$ cat config.mk
export PLATFORM = sky130hd
export DESIGN_NAME = serial_addsub
export DESIGN_NICKNAME = d
export VERILOG_FILES = /design/src/rtl/serial_addsub.sv
export SDC_FILE = /design/constraint.sdc
export NUM_CORES = 1
export LEC_CHECK = 0
export ABC_AREA = 0
export CELL_PAD_IN_SITES_DETAIL_PLACEMENT = 1
export CELL_PAD_IN_SITES_GLOBAL_PLACEMENT = 2
export CORE_ASPECT_RATIO = 0.9
export CORE_MARGIN = 2
export CORE_UTILIZATION = 34
export CTS_CLUSTER_SIZE = 16
export DETAILED_ROUTE_END_ITERATION = 12
export HOLD_SLACK_MARGIN = 0.1
export PLACE_DENSITY_LB_ADDON = 0.1
export SKIP_LAST_GASP = 1
export SLEW_MARGIN = 20
export SYNTH_ARGS = -nofsm -noshare
export SYNTH_HDL_FRONTEND = slang
export SYNTH_SLANG_ARGS = --single-unit
$ cat constraint.sdc
create_clock -name clk -period 2 [get_ports clk]
set_input_delay 0.4 -clock clk [delete_from_list [all_inputs] [get_ports clk]]
set_output_delay 0.4 -clock clk [all_outputs]
set_load 0.005 [all_outputs]
$ cat src/rtl/serial_addsub.sv
// Digit-serial adder/subtractor: WIDTH-bit operands processed DIGIT bits per clock, LSB first,
// with carry/borrow chaining and signed-overflow flag behind a start/done handshake.
module serial_addsub #(
    parameter int unsigned WIDTH = 8,
    parameter int unsigned DIGIT = 1
) (
    input  logic             clk,
    input  logic             rst_n,
    input  logic             start,
    input  logic             mode,
    input  logic [WIDTH-1:0] a,
    input  logic [WIDTH-1:0] b,
    input  logic             cin,
    output logic             busy,
    output logic             done,
    output logic [WIDTH-1:0] result,
    output logic             cout,
    output logic             ovf
);

    localparam int unsigned N  = WIDTH / DIGIT;
    localparam int unsigned CW = $clog2(N + 1);

    typedef enum logic {StIdle, StRun} state_e;

    state_e           state;
    logic [WIDTH-1:0] a_q;
    logic [WIDTH-1:0] b_q;
    logic [WIDTH-1:0] acc_q;
    logic             mode_q;
    logic             carry_q;
    logic [CW-1:0]    cnt_q;

    logic [DIGIT-1:0] da;
    logic [DIGIT-1:0] db;
    logic [DIGIT-1:0] dsum;
    logic             dc_out;
    logic             dc_msb;
    logic [WIDTH-1:0] acc_next;

    // Subtraction runs as a + ~b + ~cin; the borrow is the inverted final carry.
    always_comb begin
        da = a_q[DIGIT-1:0];
        db = b_q[DIGIT-1:0] ^ {DIGIT{mode_q}};
        {dc_out, dsum} = {1'b0, da} + {1'b0, db} + {{DIGIT{1'b0}}, carry_q};
        // Carry into the top bit of this digit, recovered from its sum bit.
        dc_msb = dsum[DIGIT-1] ^ da[DIGIT-1] ^ db[DIGIT-1];
        acc_next = (acc_q >> DIGIT) | (WIDTH'(dsum) << (WIDTH - DIGIT));
    end

    always_ff @(posedge clk or negedge rst_n) begin
        if (!rst_n) begin
            state   <= StIdle;
            a_q     <= '0;
            b_q     <= '0;
            acc_q   <= '0;
            mode_q  <= 1'b0;
            carry_q <= 1'b0;
            cnt_q   <= '0;
            busy    <= 1'b0;
            done    <= 1'b0;
            result  <= '0;
            cout    <= 1'b0;
            ovf     <= 1'b0;
        end else begin
            done <= 1'b0;
            case (state)
                StIdle: begin
                    if (start) begin
                        a_q     <= a;
                        b_q     <= b;
                        mode_q  <= mode;
                        carry_q <= cin ^ mode;
                        cnt_q   <= CW'(N);
                        busy    <= 1'b1;
                        state   <= StRun;
                    end
                end
                StRun: begin
                    a_q     <= a_q >> DIGIT;
                    b_q     <= b_q >> DIGIT;
                    acc_q   <= acc_next;
                    carry_q <= dc_out;
                    cnt_q   <= cnt_q - CW'(1);
                    if (cnt_q == CW'(1)) begin
                        result <= acc_next;
                        cout   <= dc_out ^ mode_q;
                        ovf    <= dc_out ^ dc_msb;
                        done   <= 1'b1;
                        busy   <= 1'b0;
                        state  <= StIdle;
                    end
                end
                default: state <= StIdle;
            endcase
        end
    end

endmodule

# After elaboration in Yosys (flattened, before gate mapping)
# Index checks and enable logic that the tools add are counted.
[totals]
regBits = 43
inputBits = 21
word_cells = 45
[op_classes]
n_reduce_logical = 3
n_addsub = 3
mux = 16
eq_ne = 3
n_bitwise = 8
[op_table]
columns = ["operator", "count"]
rows = [
  ["$pmux W8 S2", 2],
  ["$mux W8", 2],
  ["$or A7 B8 Y8", 1],
  ["$pmux W4 S2", 1],
  ["$mux W1", 7],
  ["$pmux W1 S2", 3],
  ["$reduce_and A2 Y1", 3],
  ["$xor A1 B1 Y1", 6],
  ["$eq A4 B1 Y1 const B", 1],
  ["$mux W4", 1],
  ["$sub A4 B1 Y4 const B", 1],
  ["$add A1 B1 Y2", 1],
  ["$add A2 B1 Y2", 1],
  ["$ne A2 B1 Y1 const B", 1],
  ["$ne A2 B2 Y1 const B", 1],
  ["$not A1 Y1", 1],
]

# Depth between registers and ports, before layout
[logic_depth]
word_depth = 6
depth_mapped = 7

# Least setup slack after synthesis
# Ideal clock, no wire load.
[synth_timing]
path_type = "register -> register"
start = "register cnt_q[1]"
end = "register cout"
arrival_ns = 1.398
synth_period_minus_slack_ns = 1.524
required_ns = 1.875
stages_incl_launch_ff = 7
slack_ns = 0.476
setup_time_ns = 0.125
path_cell_list = "dfrtp_1 > inv_1 > ha_1 > nor4bb_1 > buf_4 > buf_12 > mux2_4"
[synth_between]
elab_chain_len = 2
[synth_rtl]
columns = ["item", "line", "text"]
rows = [
  ["start: declaration", "32", "logic [CW-1:0] cnt_q;"],
  ["start signal: assignment", "74", "cnt_q <= CW'(N);"],
  ["start signal: assignment", "84", "cnt_q <= cnt_q - CW'(1);"],
  ["$eq A4 B1 Y1", "85", "if (cnt_q == CW'(1)) begin"],
  ["$reduce_and A2 Y1 (no source line)", "--", ""],
  ["end signal: assignment", "87", "cout <= dc_out ^ mode_q;"],
  ["end: declaration", "17", "output logic cout,"],
]
# No other way between the ends.
# A chain may end at the register's enable or synchronous reset.

# Final worst setup path
[layout_timing]
start = "register cnt_q[1]"
end = "register result[0]"
[layout_between]
elab_chain_len = 2
[layout_rtl]
columns = ["item", "line", "text"]
rows = [
  ["$eq A4 B1 Y1", "85", ""],
  ["$reduce_and A2 Y1 (no source line)", "--", ""],
  ["end signal: assignment", "86", "result <= acc_next;"],
  ["end: declaration", "16", "output logic [WIDTH-1:0] result,"],
]
# No other way between the ends.

==> flow_summary_export.csv <==
group,metric,value,unit
run_status,status,"completed",
floorplan,coreArea,5290,µm²
global_route,grt_pass1_vias,1229,
synth,synthArstFlopShare,100,%
critical_path,cpMaxStageDelayCell,"dfrtp_1",
placed_design,io_buffers,32,
routing,drt_wl_total,3.58,mm
global_route,grt_max_degree,43,
hold_path,hold_class,"input pin to asynchronous set/reset pin",
critical_path,reg2reg_setup_slack,0.37,ns
timing,fin_worst_skew,0.00629,ns
placed_design,dp.cells,247,
global_route,antenna_found_initial,0,
cells_and_area,multi_input_area,746,µm²
clock_tree,cts_hold_buf,0,
placed_design,dpl_worst_slack,0.322,ns
timing,relSlewSlack,65.0,%
synth,ys_ff_latch,42,
global_route,overflow,0,
cells_and_area,fillCellCount,577,
clock_tree,path_clk_slew,0.08,ns
global_route,groute.usage.overall,13.1,%
synth,yosysTopAreaCellShare,56.1,%
placed_design,place_area,2260,µm²
synth,synth_edf_count,0,
routing,vias,1200,
timing,tightest_slew,0.525,ns
clock_tree,cts_tree,"yes",
timing,period_needed,1.63,ns
timing,setup_viol,0,
floorplan,dieArea,6120,µm²
placed_design,hpwl,2.53,mm
synth,syn_inst,152,
synth,yosys_warnings,0,
critical_path,critPathTopFamily,"flip-flops",
synth,syn-cell-area,1870,µm²
synth,yosysTopAreaCell,"dfrtp_1",
global_route,grt_first_pass_wirelength,5.80,mm
synth,ys_seq_area_share,56.1,%
cells_and_area,area_growth,26.6,%
power_and_ir_drop,max-vdd-ir-drop,568,µV
cells_and_area,diodes,0,
power_and_ir_drop,p_per_area,1470,nW/µm²
critical_path,path_cells,"inv_1 -> ha_1 -> nor4bb_4 -> buf_4 -> mux2_2",
clock_tree,ctsLongestPathBuffers,2,
clock_tree,numCtsBuffers,5,
critical_path,crit_buf_inv,2,
timing,slew_viol_final,0,
floorplan,initial_core_util,35.4,%
timing,finalHoldViolations,0,
timing,finalCritPeriodShare,81.6,%
timing,rsz0062_at_grt,"no",
timing,layout_setup_ws,0.368,ns
synth,syn_area_per_cell,12.3,µm²
cells_and_area,fin_cells,255,
placed_design,place_congestion,0.696,
clock_tree,root_buffer,"clkbuf_8",
critical_path,r2r-start,"cnt_q[1]",
clock_tree,post_cts_buffers,0,
job,drv_cap,0,
synth,yosys-top-cells-count,"dfrtp_1 (42), mux2i_1 (20), nand2_1 (15), o21ai_0 (15), mux2_2 (11)",
critical_path,crit_arrival,1.81,ns
routing,avgRoutedWirePerCell,14.0,µm
synth,yosysMostFrequentCell,"dfrtp_1",
routing,drc,0,
routing,drtIter0Drc,28,
critical_path,critPathKind,"register to register",
synth,ys.flop_type,"dfrtp_1",
routing,firstDrtPassIters,4,
critical_path,required,2.17,ns
critical_path,path_max_fanout,14,
clock_tree,htreeDepth,2,
critical_path,end_kind,"register",
floorplan,fp.dieW,82.2,µm
floorplan,rows,25,
routing,routed_via_density,4.71,
critical_path,r2r_end,"result[0]",
timing,finalSetupTns,0,ns
clock_tree,cts.sinks,42,
clock_tree,cts_resized,0,
critical_path,critPathMaxStageDelay,0.38,ns
routing,postRouteAntennaNets,0,
critical_path,crit_path_start_kind,"register",
synth,syn_nets,177,
synth,synth.area.top_cells,"dfrtp_1 (56%), mux2i_1 (11%), mux2_2 (6.6%)",
power_and_ir_drop,p_leak,1.08,nW
timing,max_freq,0.613,GHz
synth,ys_types,24,
critical_path,r2r_cells,5,
floorplan,boundaryPins,33,
floorplan,die_height,74.4,µm
cells_and_area,nNetsFinal,212,
cells_and_area,seq_area,1050,µm²
clock_tree,insertion_delay,0.29,ns
cells_and_area,final_cell_area,2370,µm²
cells_and_area,drive_above_1_share,15.4,%
## layout make-up
| type | instances | share of cell area, % |
|---|---|---|
| inverter | 6 | 0.950 |
| clock buffer | 7 | 3.22 |
| timing repair buffer | 38 | 15.2 |
| multi-input combinational | 94 | 31.5 |
| clock inverter | 1 | 1.27 |
| tap | 67 | 3.54 |
| sequential | 42 | 44.4 |
## worst max path at each step
stage	slack [ns]	start	cells after the start	end
floorplan	0.48	cnt_q[1]	6	cout
global placement	0.35	start	3	mode_q
detailed placement	0.32	start	3	mode_q
CTS	0.36	cnt_q[1]	5	result[0]
global route	0.27	cnt_q[1]	5	result[0]
finish	0.37	cnt_q[1]	5	result[0]
## cells in the final DEF (no fill, tap or decap), drive strengths merged
master	count
mux2i	20
nor3	3
nand2b	1
fa	1
ha	3
xor2	3
xnor2	4
o31ai	1
buf	7
nor2	7
nor2b	1
bufinv	1
dfrtp	42
nand2	15
clkdlybuf4s50	31
a21oi	2
clkbuf	7
o21ai	15
nor4bb	1
or2b	1
a21o	1
inv	6
mux2	15
## kinds of logic after synthesis
family / after synthesis / synth area share, %
simple gates: 29 / 6.82
compound gates: 19 / 5.35
fa+ha+maj: 4 / 3.08
xor+xnor: 7 / 3.28
buf+inv: 16 / 4.81
mux: 35 / 20.5
flops: 42 / 56.1
## per-stage QoR
step	total power [mW]	hold WS, ns	util (%)
after detailed placement	2.88	0.478	42.8
final	3.48	0.163	44.8
after global routing	3.76	0.198	44.8
after floorplan	2.33	0.104	-
after global placement	2.81	0.464	42.8
after CTS	3.55	0.183	44.8
## routing by layer
layer	wire length [µm]	GRT usage (%)	vias to the layer above
met1	1680	16.7	594
li1	-	-	580
met4	44	4.44	0
met3	152	5.10	5
met2	1710	20.4	21
met5	0	0	-
## report_power, final
| part | switching [mW] | internal, mW |
|---|---|---|
| Combinational | 0.537 | 0.786 |
| Sequential | 0.273 | 1.23 |
| Clock | 0.281 | 0.374 |
| Total | 1.09 | 2.39 |
## flip-flops by register name (all words and copies together), names as in the netlist
signal   cells
carry_q      1
cnt_q        4
done         1
result       8
b_q          8
a_q          8
busy         1
ovf          1
acc_q        7
state        1
mode_q       1
cout         1
No activity file was read; power rests on OpenSTA's default activity.
